==> config.mk <==
export PLATFORM = sky130hd
export DESIGN_NAME = float_add_pipe
export DESIGN_NICKNAME = d
export VERILOG_FILES = /design/src/rtl/float_add_pipe.sv
export SDC_FILE = /design/constraint.sdc
export NUM_CORES = 1
export LEC_CHECK = 0
export CAP_MARGIN = 5
export CELL_PAD_IN_SITES_DETAIL_PLACEMENT = 1
export CELL_PAD_IN_SITES_GLOBAL_PLACEMENT = 1
export CORE_MARGIN = 2
export CORE_UTILIZATION = 30
export DETAILED_ROUTE_END_ITERATION = 7
export PLACE_DENSITY = 0.64
export SKIP_LAST_GASP = 1
export SLEW_MARGIN = 0
export SYNTH_ARGS = -nofsm -noshare
export SYNTH_HDL_FRONTEND = slang
export SYNTH_SLANG_ARGS = --single-unit
==> constraint.sdc <==
create_clock -name clk -period 4 [get_ports clk]
set_clock_uncertainty 0.2 [all_clocks]
set_input_delay 0.8 -clock clk [delete_from_list [all_inputs] [get_ports clk]]
set_output_delay 0.8 -clock clk [all_outputs]
set_load 0.01 [all_outputs]
==> src/rtl/float_add_pipe.sv <==
// float_add_pipe: four-stage pipelined add/subtract for the custom
// {sign, biased exponent, fraction} float format. The stages are compare,
// align, add/leading-zero count, and normalise. A final register rounds,
// checks the exponent range and packs the result.
module float_add_pipe #(
    parameter int EXP_W    = 5,
    parameter int MAN_W    = 6,
    parameter int ROUND_EN = 1
) (
    input  logic                   clk,
    input  logic                   reset_n,
    input  logic                   in_valid,
    input  logic                   sub,
    input  logic [EXP_W+MAN_W:0]   fp_a,
    input  logic [EXP_W+MAN_W:0]   fp_b,
    output logic                   out_valid,
    output logic [EXP_W+MAN_W:0]   fp_x,
    output logic                   overflow,
    output logic                   underflow
);
    localparam int SIG_W   = MAN_W + 4;           // {1, frac, G, R, St}
    localparam int E2_W    = EXP_W + 2;           // two's complement exponent
    localparam int LZ_W    = $clog2(SIG_W + 1);
    localparam int EXP_MAX = (1 << EXP_W) - 1;

    // ---------------- S1: operand ordering ----------------
    logic               s1_valid_reg, s1_sign_reg, s1_eff_sub_reg;
    logic [EXP_W-1:0]   s1_exp_reg, s1_diff_reg;
    logic [MAN_W:0]     s1_sig_l_reg, s1_sig_s_reg;

    logic               sign_b;
    logic [EXP_W-1:0]   exp_a, exp_b;
    logic [MAN_W:0]     sig_a, sig_b;
    logic               a_is_l;

    // Decode both operands and pick the larger magnitude as L.
    always_comb begin
        sign_b = fp_b[EXP_W+MAN_W] ^ sub;
        exp_a  = fp_a[EXP_W+MAN_W-1:MAN_W];
        exp_b  = fp_b[EXP_W+MAN_W-1:MAN_W];
        sig_a  = (exp_a != '0) ? {1'b1, fp_a[MAN_W-1:0]} : '0;
        sig_b  = (exp_b != '0) ? {1'b1, fp_b[MAN_W-1:0]} : '0;
        a_is_l = fp_a[EXP_W+MAN_W-1:0] >= fp_b[EXP_W+MAN_W-1:0];
    end

    // Register the ordered operands and the exponent difference.
    always_ff @(posedge clk or negedge reset_n) begin
        if (!reset_n) begin
            s1_valid_reg   <= 1'b0;
            s1_sign_reg    <= 1'b0;
            s1_eff_sub_reg <= 1'b0;
            s1_exp_reg     <= '0;
            s1_diff_reg    <= '0;
            s1_sig_l_reg   <= '0;
            s1_sig_s_reg   <= '0;
        end else begin
            s1_valid_reg <= in_valid;
            if (in_valid) begin
                s1_eff_sub_reg <= fp_a[EXP_W+MAN_W] ^ sign_b;
                if (a_is_l) begin
                    s1_sign_reg  <= fp_a[EXP_W+MAN_W];
                    s1_exp_reg   <= exp_a;
                    s1_diff_reg  <= exp_a - exp_b;
                    s1_sig_l_reg <= sig_a;
                    s1_sig_s_reg <= sig_b;
                end else begin
                    s1_sign_reg  <= sign_b;
                    s1_exp_reg   <= exp_b;
                    s1_diff_reg  <= exp_b - exp_a;
                    s1_sig_l_reg <= sig_b;
                    s1_sig_s_reg <= sig_a;
                end
            end
        end
    end

    // ---------------- S2: alignment ----------------
    logic               s2_valid_reg, s2_sign_reg, s2_eff_sub_reg;
    logic [EXP_W-1:0]   s2_exp_reg;
    logic [SIG_W-1:0]   s2_sig_l_reg, s2_sig_s_reg;

    logic [SIG_W-1:0]   s_ext, s_shift, s_lost, s_aligned;

    // Shift S right by the exponent difference, folding lost bits into sticky.
    always_comb begin
        s_ext     = {s1_sig_s_reg, 3'b000};
        s_shift   = '0;
        s_lost    = '0;
        s_aligned = '0;
        if (int'(s1_diff_reg) >= MAN_W + 3) begin
            s_aligned = {{(SIG_W-1){1'b0}}, |s_ext};
        end else begin
            s_shift   = s_ext >> s1_diff_reg;
            s_lost    = s_ext & ~({SIG_W{1'b1}} << s1_diff_reg);
            s_aligned = {s_shift[SIG_W-1:1], s_shift[0] | (|s_lost)};
        end
    end

    // Register the aligned significands.
    always_ff @(posedge clk or negedge reset_n) begin
        if (!reset_n) begin
            s2_valid_reg   <= 1'b0;
            s2_sign_reg    <= 1'b0;
            s2_eff_sub_reg <= 1'b0;
            s2_exp_reg     <= '0;
            s2_sig_l_reg   <= '0;
            s2_sig_s_reg   <= '0;
        end else begin
            s2_valid_reg <= s1_valid_reg;
            if (s1_valid_reg) begin
                s2_sign_reg    <= s1_sign_reg;
                s2_eff_sub_reg <= s1_eff_sub_reg;
                s2_exp_reg     <= s1_exp_reg;
                s2_sig_l_reg   <= {s1_sig_l_reg, 3'b000};
                s2_sig_s_reg   <= s_aligned;
            end
        end
    end

    // ---------------- S3: add/subtract and leading-zero count ----------------
    logic               s3_valid_reg, s3_sign_reg;
    logic [EXP_W-1:0]   s3_exp_reg;
    logic [SIG_W:0]     s3_sum_reg;
    logic [LZ_W-1:0]    s3_lzc_reg;

    logic [SIG_W:0]     sum_next;
    logic [LZ_W-1:0]    lzc_next;

    // L >= S always holds, so the subtraction never goes negative.
    always_comb begin
        if (s2_eff_sub_reg)
            sum_next = {1'b0, s2_sig_l_reg} - {1'b0, s2_sig_s_reg};
        else
            sum_next = {1'b0, s2_sig_l_reg} + {1'b0, s2_sig_s_reg};
        lzc_next = LZ_W'(SIG_W);
        for (int i = 0; i < SIG_W; i++) begin
            if (sum_next[i]) lzc_next = LZ_W'(SIG_W - 1 - i);
        end
    end

    // Register the raw sum and its leading-zero count.
    always_ff @(posedge clk or negedge reset_n) begin
        if (!reset_n) begin
            s3_valid_reg <= 1'b0;
            s3_sign_reg  <= 1'b0;
            s3_exp_reg   <= '0;
            s3_sum_reg   <= '0;
            s3_lzc_reg   <= '0;
        end else begin
            s3_valid_reg <= s2_valid_reg;
            if (s2_valid_reg) begin
                s3_sign_reg <= s2_sign_reg;
                s3_exp_reg  <= s2_exp_reg;
                s3_sum_reg  <= sum_next;
                s3_lzc_reg  <= lzc_next;
            end
        end
    end

    // ---------------- S4: normalisation ----------------
    logic               s4_valid_reg, s4_sign_reg, s4_zero_reg;
    logic [E2_W-1:0]    s4_exp_reg;
    logic [SIG_W-1:0]   s4_norm_reg;

    logic [E2_W-1:0]    exp_norm;
    logic [SIG_W-1:0]   sig_norm;

    // Exponents are carried as E2_W-bit two's complement so that range
    // violations stay visible after the +1/-lzc adjustments.
    always_comb begin
        if (s3_sum_reg[SIG_W]) begin
            sig_norm = {s3_sum_reg[SIG_W:2], s3_sum_reg[1] | s3_sum_reg[0]};
            exp_norm = {2'b00, s3_exp_reg} + E2_W'(1);
        end else begin
            sig_norm = s3_sum_reg[SIG_W-1:0] << s3_lzc_reg;
            exp_norm = {2'b00, s3_exp_reg} - {{(E2_W-LZ_W){1'b0}}, s3_lzc_reg};
        end
    end

    // Register the normalised significand and exponent.
    always_ff @(posedge clk or negedge reset_n) begin
        if (!reset_n) begin
            s4_valid_reg <= 1'b0;
            s4_sign_reg  <= 1'b0;
            s4_zero_reg  <= 1'b0;
            s4_exp_reg   <= '0;
            s4_norm_reg  <= '0;
        end else begin
            s4_valid_reg <= s3_valid_reg;
            if (s3_valid_reg) begin
                s4_sign_reg <= s3_sign_reg;
                s4_zero_reg <= (s3_sum_reg == '0);
                s4_exp_reg  <= exp_norm;
                s4_norm_reg <= sig_norm;
            end
        end
    end

    // ---------------- Round, range check and pack ----------------
    logic                 round_up;
    logic [MAN_W+1:0]     mant_r;
    logic [E2_W-1:0]      exp_r;
    logic [MAN_W-1:0]     frac_r;
    logic [EXP_W+MAN_W:0] x_next;
    logic                 of_next, uf_next;

    // Round the normalised value, then saturate or flush by final exponent.
    always_comb begin
        round_up = (ROUND_EN != 0) && s4_norm_reg[2] &&
                   (s4_norm_reg[1] || s4_norm_reg[0] || s4_norm_reg[3]);
        mant_r   = {1'b0, s4_norm_reg[SIG_W-1:3]} + {{(MAN_W+1){1'b0}}, round_up};
        if (mant_r[MAN_W+1]) begin
            exp_r  = s4_exp_reg + E2_W'(1);
            frac_r = '0;
        end else begin
            exp_r  = s4_exp_reg;
            frac_r = mant_r[MAN_W-1:0];
        end
        x_next  = '0;
        of_next = 1'b0;
        uf_next = 1'b0;
        if (s4_zero_reg) begin
            x_next = '0;
        end else if (!exp_r[E2_W-1] && (exp_r[E2_W-2:0] > (E2_W-1)'(EXP_MAX))) begin
            x_next  = {s4_sign_reg, {EXP_W{1'b1}}, {MAN_W{1'b1}}};
            of_next = 1'b1;
        end else if (exp_r[E2_W-1] || (exp_r == '0)) begin
            uf_next = 1'b1;
        end else begin
            x_next = {s4_sign_reg, exp_r[EXP_W-1:0], frac_r};
        end
    end

    // Output register: result holds between valids, flags only pulse with valid.
    always_ff @(posedge clk or negedge reset_n) begin
        if (!reset_n) begin
            out_valid <= 1'b0;
            fp_x      <= '0;
            overflow  <= 1'b0;
            underflow <= 1'b0;
        end else begin
            out_valid <= s4_valid_reg;
            overflow  <= s4_valid_reg & of_next;
            underflow <= s4_valid_reg & uf_next;
            if (s4_valid_reg) fp_x <= x_next;
        end
    end
endmodule

* Word level (Yosys, flattened, before mapping)
Cells that the tools add are included.
W data, S select, Z words.
** Word-level totals
- Word-level logic and storage cells :: 92
- Input port bits :: 28
- Output and inout bits :: 15
- Register bits :: 109
** Operators by class
- Reduce and logical (&&, ||, !) cells :: 12
- Bitwise logic cells :: 8
- Add/sub/neg operators :: 8
- Magnitude comparators :: 3
- Mux-type cells :: 31
- Shifts and indexed selects :: 3
** Operators by type and width (number)
- $mux W7 :: 6
- $mux W12 :: 3
- $mux W4 :: 9
- $mux W10 :: 2
- $add A10 B10 Y11 :: 1
- $ge A11 B11 Y1 :: 1
- $logic_not A11 Y1 :: 1
- $mux W11 :: 1
- $sub A10 B10 Y11 :: 1
- $and A10 B10 Y10 :: 1
- $mux W5 :: 2
- $not A10 Y10 :: 1
- $reduce_bool A5 Y1 :: 2
- $reduce_or A10 Y1 :: 1
- $shl A10 B4 Y10 :: 1
- $shl A10 B5 Y10 const A :: 1
- $shr A10 B5 Y10 :: 1
- $sub A5 B5 Y5 :: 2
- $add A7 B1 Y8 :: 1
- $add A7 B1 Y7 const B :: 1
- $logic_not A7 Y1 :: 1
- $reduce_or A7 Y1 :: 1
- $add A5 B1 Y6 const B :: 1
- $gt A6 B5 Y1 const B :: 1
- 11 further kinds :: 22

* Longest topological paths before layout
Gate-level depths: netlist of the first run.
- Word-level depth :: 12
- Gate-level depth with buffers :: 9
- Depth with buffers taken out :: 9

* Worst setup path before layout of the first run
No wires, ideal clock.
- Path kind :: input port to flip-flop
- Start point :: in fp_a[8]
- End point :: reg s1_sig_s_reg[6]
- Stages on the path :: 9
- Arrival time :: 2.614 ns
- Buffers on the path :: 2
- Path slack :: 1.066 ns
- Cells stage by stage :: inv_1 -> ha_1 -> clkbuf_1 -> a211oi_1 -> o21ai_1 -> a221oi_2 -> clkbuf_1 -> nand3_1 -> a31o_2
** Between the ends
- Longest elaborated chain between the ends :: 3
- Elaborated cells between the ends (all ways) :: 4
- Those cells by class :: 1 x order compare; 2 x mux; 1 x reduce/logical
** Ends and longest elaborated chain
- start, declared :: line 14 : input logic [EXP_W+MAN_W:0] fp_a,
- parallel branches: the longest is 2 deep, another holds $ge A11 B11 Y1
- $mux W7 * :: line 60 : if (a_is_l) begin
- end signal, assigned :: line 65 : s1_sig_s_reg <= sig_b;
- end signal, assigned :: line 71 : s1_sig_s_reg <= sig_a;
- end, declared :: line 29 : logic [MAN_W:0] s1_sig_l_reg, s1_sig_s_reg;
Mark *: on every way between the ends.
A chain may end at the register's enable or synchronous reset.

* Final worst setup path of the first run
- Start point :: in fp_a[7]
- End point :: reg s1_diff_reg[2]
** Between the ends
- Longest elaborated chain between the ends :: 2
- Elaborated cells between the ends (all ways) :: 4
- Those cells by class :: 2 x add/sub; 1 x order compare; 1 x mux
** Ends and longest elaborated chain
- $ge A11 B11 Y1 (tied with other cells) :: line 43 : a_is_l = fp_a[EXP_W+MAN_W-1:0] >= fp_b[EXP_W+MAN_W-1:0];
- $mux W5 * :: line 60
- end signal, assigned :: line 63 : s1_diff_reg <= exp_a - exp_b;
- end signal, assigned :: line 69 : s1_diff_reg <= exp_b - exp_a;
- end, declared :: line 28 : logic [EXP_W-1:0] s1_exp_reg, s1_diff_reg;
Mark *: on every way between the ends. The rest lies on a longest branch, timed or not.

==> results of run 1 <==
[final cells by class]
type | instances | area (um2) | area share [%]
Inverter | 66 | 248 | 3.05
Timing Repair Buffer | 51 | 510 | 6.28
Sequential cell | 109 | 2730 | 33.5
Multi-Input combinational cell | 579 | 3930 | 48.3
Clock buffer | 9 | 225 | 2.77
Tap cell | 319 | 399 | 4.91
Clock inverter | 7 | 93.8 | 1.15
[final timing paths]
path / from / to / slack, ps / cells after the start
max: fp_a[7] / s1_diff_reg[2] / 640 / 9
max in group asynchronous: reset_n / s2_sig_l_reg[4] / 2590 / 2
max reg2reg: s2_sig_l_reg[3] / s3_lzc_reg[2] / 1120 / 7
min in group clk: s2_exp_reg[1] / s3_exp_reg[1] / 280 / 2
min: reset_n / fp_x[11] / 250 / 1
min reg2reg: s2_exp_reg[1] / s3_exp_reg[1] / 280 / 2
[cells in the mapped netlist, types with 9 or more instances]
cell type | n | share of area, %
a21oi_1 | 41 | 2.9
a31oi_1 | 20 | 1.8
clkbuf_1 | 36 | 1.9
dfrtp_1 | 109 | 39
ha_1 | 38 | 6.7
inv_1 | 65 | 3.4
mux2_2 | 29 | 4.6
mux2i_1 | 17 | 2.4
nand2_1 | 48 | 2.5
nand3_1 | 37 | 2.6
nand4_1 | 9 | 0.79
nor2_1 | 87 | 4.6
nor2b_1 | 18 | 1.6
nor3_1 | 11 | 0.78
o21ai_0 | 54 | 3.8
o22ai_1 | 24 | 2.1
xnor2_1 | 15 | 1.9
xor2_1 | 9 | 1.1
[metrics by stage]
| step | instances | total power (uW) | setup WS [ps] | util [%] | hold WS [ps] |
|---|---|---|---|---|---|
| final | 1140 | 4730 | 644 | 34.9 | 247 |
| after global routing | 1140 | 5140 | 373 | 34.9 | 293 |
| after CTS | 1140 | 4780 | 627 | 34.9 | 274 |
| after detailed placement | 1124 | 3800 | 248 | 33.5 | 275 |
| after global placement | 1124 | 3750 | 283 | 33.5 | 263 |
| after floorplan | 799 | 3160 | 1070 | - | 152 |
[cells by family (layout without fill, tap and decap cells)]
group,count (synthesis),count (layout),synth area share (%)
AND/OR/NAND/NOR,253,253,17.1
AO/OA/AOI/OAI,211,211,19.5
buffers and inverters,111,133,6.06
flip-flops,109,109,38.5
multiplexers,49,49,7.97
adder cells (fa/ha/maj),42,42,7.84
XOR/XNOR,24,24,2.97
[report_power, final]
| group | internal, uW | switching [uW] | total [uW] | leakage (uW) |
|---|---|---|---|---|
| Clock | 503 | 461 | 964 | 0.000152 |
| Sequential | 1400 | 420 | 1820 | 0.00129 |
| Combinational | 922 | 1030 | 1950 | 0.00194 |
| Total | 2830 | 1910 | 4730 | 0.00338 |
[per-layer routing]
layer	up-vias	global-route usage (%)	wire (um)
met5	-	0	0
met2	72	27.3	9000
met4	0	4.76	267
met1	2938	20.9	8910
li1	2879	-	-
met3	20	1.59	329
[worst max-delay path, stage by stage]
cell and delay, ps:
clkdlybuf4s50_1 590, inv_1 120, ha_1 350, o21a_1 180
o211ai_1 200, inv_1 100, a221o_1 610, o221ai_1 310
o211ai_1 110
==> reports/results.ini, run 1 <==
[logic_synthesis]
async_flop_share_pct = 100
syn_inst = 799
ys_seq_elements = 109
synth_nets = 869
synth_cell_type_count = 71
syn-cell-area_mm2 = 0.00708
yosysWarningCount = 0
yosysSeqAreaShare_pct = 38.5
synth_edf_count = 0
avgSynthCellArea_um2 = 8.87
synthFlopType = dfrtp_1

[global_route]
grt-ovfl-total = 0
antenna_found_initial = 0
gr-usage-all-layers_pct = 15.8
grt_max_degree = 63
grt_pass1_vias = 6153
grt_pass1_wl_um = 31700

[clocking]
root_buffer = clkbuf_16
insertion_delay_ps = 360
cts_tree = done
cts_hold_buffers = 0
h-tree-depth = 3
cts.clk_slew.worst_paths_ps = 80
post-cts-setup-buffers = 0
cts_resized = 0
cts_sinks = 109
numCtsBuffers = 9
clock_path_buffers = 2

[drt]
routedWlPerCell_um = 16.2
num_vias = 5909
drcViolationCount = 0
drtAntennaViolNets = 0
vias_per_cell = 5.18
wirelength_um = 18500
drtIter0Drc = 217
first_pass_iters = 4

[status]
status = completed

[placement]
gp_congestion = 0.859
dp_hpwl_um = 13800
placedInstanceArea_mm2 = 0.00781
portBuffers = 42

[power_and_ir_drop]
p_per_area_mw_per_mm2 = 582
leakagePower_uw = 0.00338
ir_drop_mv = 0.252

[sta]
slew_violations = 0
setup_viol = 0
worst_slew_pin_slew_ps = 831
fin_crit_sh_pct = 83.9
rsz0062_at_grt = false
relSlewSlack_pct = 44.6
period_needed_ps = 3360
fmax_mhz = 298
hold_violations = 0
fin_setup_tns_ps = 0

[floorplanning]
io_pins = 43
die_x_um = 158
die_area_mm2 = 0.0249
num_rows = 56
start_util_pct = 30.4
core_area_mm2 = 0.0233
chipHeight_um = 158

[worst_setup_path]
worstSetupPathType = in -> reg
start_kind = primary input
cp.arrival_ps = 3380
worstPathMaxFanout = 25
worstSetupEndpointType = flop
required_ps = 4030

[final_layout]
largest_reg_flops = 12
finalInstanceArea_mm2 = 0.00813
drive_above_1_share_pct = 8.89
area.growth.synth_to_final_pct = 14.8
final_common_cell = dfrtp_1
fillerInstances = 2732
antenna_cells = 0
final_cell_mix = dfrtp_1, nor2_1, inv_1, o21ai_0, nand2_1
fin_nets = 886

[min_path]
min_path_type = in -> async

[run]
maxCapViolCount = 0

Note: power is estimated with default switching activity, not from simulation.
==> run 2, diff against run 1 <==
clock period = 3.4 ns   (was 4 ns; I/O delays follow)
==> reports/results.ini, run 2 (synthesis results as in run 1) <==
[sta]
relSlewSlack_pct = 38.1  ; -6.5 points
fmax_mhz = 334
fin_setup_tns_ps = 0  ; unchanged
slew_violations = 0  ; unchanged
setup_viol = 0  ; unchanged
fin_crit_sh_pct = 88.0
hold_violations = 0  ; unchanged
fin_ws_ps = 407  ; -237 ps
hold_ws_ps = 89.3  ; -158 ps
worst_slew_pin_slew_ps = 929  ; +97.8 ps
period_needed_ps = 2990
rsz0062_at_grt = false

[power_and_ir_drop]
clock_power_share_pct = 19.1  ; -1.3 points
p_int_uw = 3290  ; +16%
p_per_area_mw_per_mm2 = 669  ; +15%
power.switching_uw = 2210  ; +16%
p_comb_share_pct = 42.6  ; +1.4 points
swShare_pct = 40.2  ; -0.15 points
leakagePower_uw = 0.00344  ; +1.7%
seqPwrFrac_pct = 38.3  ; -0.2 points
ir_drop_mv = 0.250  ; -0.95%

[clocking]
cts_resized = 0  ; unchanged
cts_sinks = 109  ; unchanged
insertion_delay_ps = 360  ; about the same
h-tree-depth = 3  ; unchanged
root_buffer = clkbuf_16
clock_path_buffers = 2  ; unchanged
numCtsBuffers = 9  ; unchanged
cts.clk_slew.worst_paths_ps = 80  ; about the same
post-cts-setup-buffers = 0  ; unchanged
cts_hold_buffers = 0  ; unchanged
cts_tree = done

[final_layout]
multi_input_area_mm2 = 0.00393  ; unchanged
fin_nets = 899  ; +1.5%
ff_latch_area_mm2 = 0.00273  ; unchanged
instances_no_fill = 1153  ; +1.1%
fillerInstances = 2762  ; +1.1%
area.growth.synth_to_final_pct = 16.0
final_common_cell = dfrtp_1
drive_above_1_share_pct = 10.1  ; +1.2 points
largest_reg_flops = 12  ; unchanged
final_cell_mix = dfrtp_1, nor2_1, inv_1, o21ai_0, nand2_1
antenna_cells = 0  ; unchanged

[placement]
dp_hpwl_um = 14000  ; +1.8%
dp.cells = 1137  ; +1.2%
gp_congestion = 0.832  ; -3.2%
portBuffers = 42  ; unchanged
dp_slack_ps = 93.9  ; -154 ps

[drt]
vias_per_cell = 5.08  ; -2.1%
drtIter0Drc = 324  ; +49%
first_pass_iters = 4  ; unchanged
routedWlPerCell_um = 15.9  ; -1.7%
drcViolationCount = 0  ; unchanged
wirelength_um = 18400  ; -0.62%
num_vias = 5853  ; -0.95%
drtAntennaViolNets = 0  ; unchanged

[floorplanning]
core_area_mm2 = 0.0233  ; unchanged
die_area_mm2 = 0.0249  ; unchanged
io_pins = 43  ; unchanged
num_rows = 56  ; unchanged
start_util_pct = 30.4  ; unchanged
chipHeight_um = 158  ; unchanged
die_x_um = 158  ; unchanged

[run]
maxCapViolCount = 0  ; unchanged

[global_route]
antenna_found_initial = 0  ; unchanged
grt_max_degree = 52  ; -17%
grt-ovfl-total = 0  ; unchanged
grt_pass1_wl_um = 31300  ; -1.4%
grt_pass1_vias = 6019  ; -2.2%
gr-usage-all-layers_pct = 15.5  ; -0.28 points

[worst_setup_path]
cp_slowest_cell = or4b_4
required_ps = 3420  ; -610 ps
cp.arrival_ps = 3010  ; -370 ps
cp_cell_sequence = ha_1, or4b_4, a2111oi_2, o31a_2, xnor2_1, nand2_1, o41ai_1
worstSetupEndpointType = flop
worstPathMaxFanout = 8  ; -68%
start_kind = flop
worstSetupPathType = reg -> reg
cp_slowest_stage_delay_ps = 530  ; -80 ps

[min_path]
min_path_type = in -> async

[status]
status = completed

[run 2: layer usage]
| metal | global-route usage (%) | part of all wire [%] | vias up |
|---|---|---|---|
| met2 | 26.3 | 48 | 57 |
| met3 | 1.67 | 1.7 | 14 |
| met5 | 0 | 0 | - |
| met1 | 21.3 | 49 | 2873 |
| li1 | - | - | 2909 |
| met4 | 3.68 | 1.1 | 0 |
[run 2: per-stage QoR]
step           util (%)  instance area [um2]  total power (uW)
2_1_floorplan         -                 7080              3720
5_1_grt            35.2                 8220              5960
6_report           35.2                 8220              5500
3_5_place_dp       34.0                 7940              4500
4_1_cts            35.2                 8220              5560
3_3_place_gp       34.0                 7940              4450
[run 2: cell type report]
type | instances | area share, %
Clock inverter | 4 | 0.457
Tap cell | 319 | 4.86
Sequential cell | 109 | 33.2
Clock buffer | 12 | 3.00
Inverter | 66 | 3.01
Multi-Input combinational cell | 579 | 47.8
Timing Repair Buffer | 64 | 7.70
[run 2: power by group through the flow]
| stage | Sequential, uW | Combinational (uW) | Clock (uW) |
|---|---|---|---|
| floorplan | 1940 | 1770 | 0 |
| global placement | 2130 | 2320 | 0 |
| detailed placement | 2140 | 2360 | 0 |
| CTS | 2110 | 2380 | 1080 |
| global route | 2180 | 2650 | 1130 |
| finish | 2110 | 2340 | 1050 |
[run 2: worst max-delay path, delay by kind of cell (launching register included)]
family                   cells  cell delay (ps)
AO/OA/AOI/OAI                3              950
XOR/XNOR                     1              190
adder cells (fa/ha/maj)      1              430
flip-flops                   1              420
AND/OR/NAND/NOR              2              660
[run 2: worst paths after layout]
kind | slack [ps] | cells past startpoint | to | from
worst max-delay path | 410 | 7 | s3_lzc_reg[2] | s2_sig_l_reg[3]
worst min register to register | 280 | 2 | s4_sign_reg | s3_sign_reg
worst min-delay path | 90 | 1 | fp_x[0] | reset_n
max in group asynchronous | 2140 | 2 | s2_sig_s_reg[3] | reset_n
min in group clk | 280 | 2 | s4_sign_reg | s3_sign_reg
worst max register to register | 410 | 7 | s3_lzc_reg[2] | s2_sig_l_reg[3]
==> run 3, diff against run 2 <==
CORE_MARGIN = 4   (was 2)
==> reports/results.ini, run 3 (synthesis results as in run 1) <==
[status]
status = completed

[run]
maxCapViolCount = 0  ; unchanged

[clocking]
cts_resized = 0  ; unchanged
numCtsBuffers = 9  ; unchanged
post-cts-setup-buffers = 0  ; unchanged
cts_hold_buffers = 0  ; unchanged
root_buffer = clkbuf_16
cts_sinks = 109  ; unchanged
h-tree-depth = 3  ; unchanged
insertion_delay_ps = 360  ; about the same
cts.clk_slew.worst_paths_ps = 70  ; about the same
clock_path_buffers = 2  ; unchanged
cts_tree = done

[worst_setup_path]
ff2ff_setup_slack_ps = 430  ; +30 ps
start_kind = flop
worstSetupEndpointType = flop
r2r_cells = 7  ; unchanged
worstPathMaxFanout = 8  ; unchanged
path_buf_inv = 0  ; unchanged
cp.arrival_ps = 2990  ; -20 ps
cp_slowest_cell = or4b_4
worstReg2RegEnd = s3_lzc_reg[3]
cp_slowest_stage_delay_ps = 540  ; about the same
r2r-start = s2_sig_l_reg[3]
path_delay_family = compound AO/OA/AOI/OAI gates
required_ps = 3430  ; about the same
worstSetupPathType = reg -> reg
cp_cell_sequence = ha_1, or4b_4, a2111oi_2, o31a_2, xnor2_1, nand2_1, o41ai_1

[sta]
hold_violations = 0  ; unchanged
fin_setup_tns_ps = 0  ; unchanged
rsz0062_at_grt = false
fin_ws_ps = 433  ; +26.3 ps
fmax_mhz = 337  ; +0.89%
period_needed_ps = 2970  ; -26.3 ps
setup_viol = 0  ; unchanged
slew_violations = 0  ; unchanged
fin_crit_sh_pct = 87.3  ; -0.77 points
worst_slew_pin_slew_ps = 728  ; -201 ps
relSlewSlack_pct = 51.4  ; +13 points

[global_route]
grt-ovfl-total = 0  ; unchanged
grt_max_degree = 56  ; +7.7%
gr-usage-all-layers_pct = 14.6  ; -0.90 points
grt_pass1_wl_um = 31900  ; +1.9%
antenna_found_initial = 0  ; unchanged
grt_pass1_vias = 6014  ; -0.083%

[final_layout]
final_common_cell = dfrtp_1
fin_nets = 896  ; -0.33%
largest_reg_flops = 12  ; unchanged
antenna_cells = 0  ; unchanged
drive_above_1_share_pct = 9.53  ; -0.54 points
final_cell_mix = dfrtp_1, nor2_1, inv_1, o21ai_0, nand2_1
area.growth.synth_to_final_pct = 15.5

[power_and_ir_drop]
p_per_area_mw_per_mm2 = 673  ; +0.66%
leakagePower_uw = 0.00342  ; -0.63%
ir_drop_mv = 0.263  ; +5.2%

[floorplanning]
die_area_mm2 = 0.0261  ; +5.1%
io_pins = 43  ; unchanged
start_util_pct = 30.9  ; +0.55 points
die_x_um = 162  ; +2.5%
chipHeight_um = 162  ; +2.5%
core_area_mm2 = 0.0229  ; -1.8%
num_rows = 55  ; -1.8%

[placement]
gp_congestion = 0.824  ; -0.96%
dp_hpwl_um = 14000  ; about the same
portBuffers = 42  ; unchanged
dp_slack_ps = 116  ; +22.4 ps

[drt]
routedWlPerCell_um = 16.1  ; +1.3%
wirelength_um = 18400  ; +0.30%
num_vias = 5850  ; -0.051%
drcViolationCount = 0  ; unchanged
drtIter0Drc = 267  ; -18%
first_pass_iters = 4  ; unchanged
vias_per_cell = 5.12  ; +0.91%
drtAntennaViolNets = 0  ; unchanged

[min_path]
min_path_type = in -> async

## run 3: cell types whose count changed in the layout (fill, tap and decap cells not counted)
| cell | before | now |
|---|---|---|
| buf_4 | 19 | 16 |
| bufinv_16 | 0 | 1 |
| clkbuf_8 | 1 | 0 |
| clkinv_4 | 1 | 0 |
| clkinvlp_4 | 0 | 1 |
| inv_6 | 2 | 1 |
| inv_8 | 1 | 0 |
## run 3: power breakdown
part           switching [uW]  leakage (uW)  internal [uW]
sequential                449       0.00129           1650
combinational            1240       0.00199           1110
clock                     490      0.000132            568
total                    2180       0.00342           3330
## run 3: worst register-to-register path, stage by stage (launching register included)
cell and delay (ps):
dfrtp_1 420, ha_1 440, or4b_4 540, a2111oi_2 350
o31a_2 220, xnor2_1 190, nand2_1 120, o41ai_1 360
## run 3: per-layer routing
metal  share of wire [%]  wire, um  global-route usage [%]
met4                 1.3       232                    3.88
met3                 2.8       508                    1.85
met2                  48      8910                    24.6
met1                  48      8790                    20.1
met5                   0         0                       0
## run 3: worst max-delay path by stage
| stage | from | to | slack, ps | depth (start not counted) |
|---|---|---|---|---|
| finish | s2_sig_l_reg[3] | s3_lzc_reg[3] | 430 | 7 |
| global route | s2_sig_l_reg[3] | s3_lzc_reg[2] | 260 | 7 |
| CTS | s2_sig_l_reg[3] | s3_lzc_reg[3] | 400 | 7 |
| detailed placement | fp_a[7] | s1_exp_reg[4] | 120 | 10 |
| global placement | fp_a[7] | s1_sig_l_reg[6] | 160 | 10 |
| floorplan | fp_a[8] | s1_sig_s_reg[6] | 590 | 9 |
## run 3: final cells by class
class | count | area, um2
Tap cell | 313 | 392
Clock buffer | 11 | 233
Clock inverter | 3 | 46.3
Timing Repair Buffer | 61 | 611
Inverter | 66 | 248
Fill cell | 2681 | 14700
Multi-Input combinational cell | 579 | 3930
Sequential cell | 109 | 2730
## run 3: per-stage QoR
stage	util (%)	instances	total power (uW)	hold slack, ps	cell area [um2]
finish	35.7	1142	5510	185	8180
global route	35.7	1142	6000	248	8180
CTS	35.7	1142	5590	213	8180
detailed placement	34.5	1128	4510	283	7910
global placement	34.5	1128	4460	276	7910
floorplan	-	799	3720	152	7080
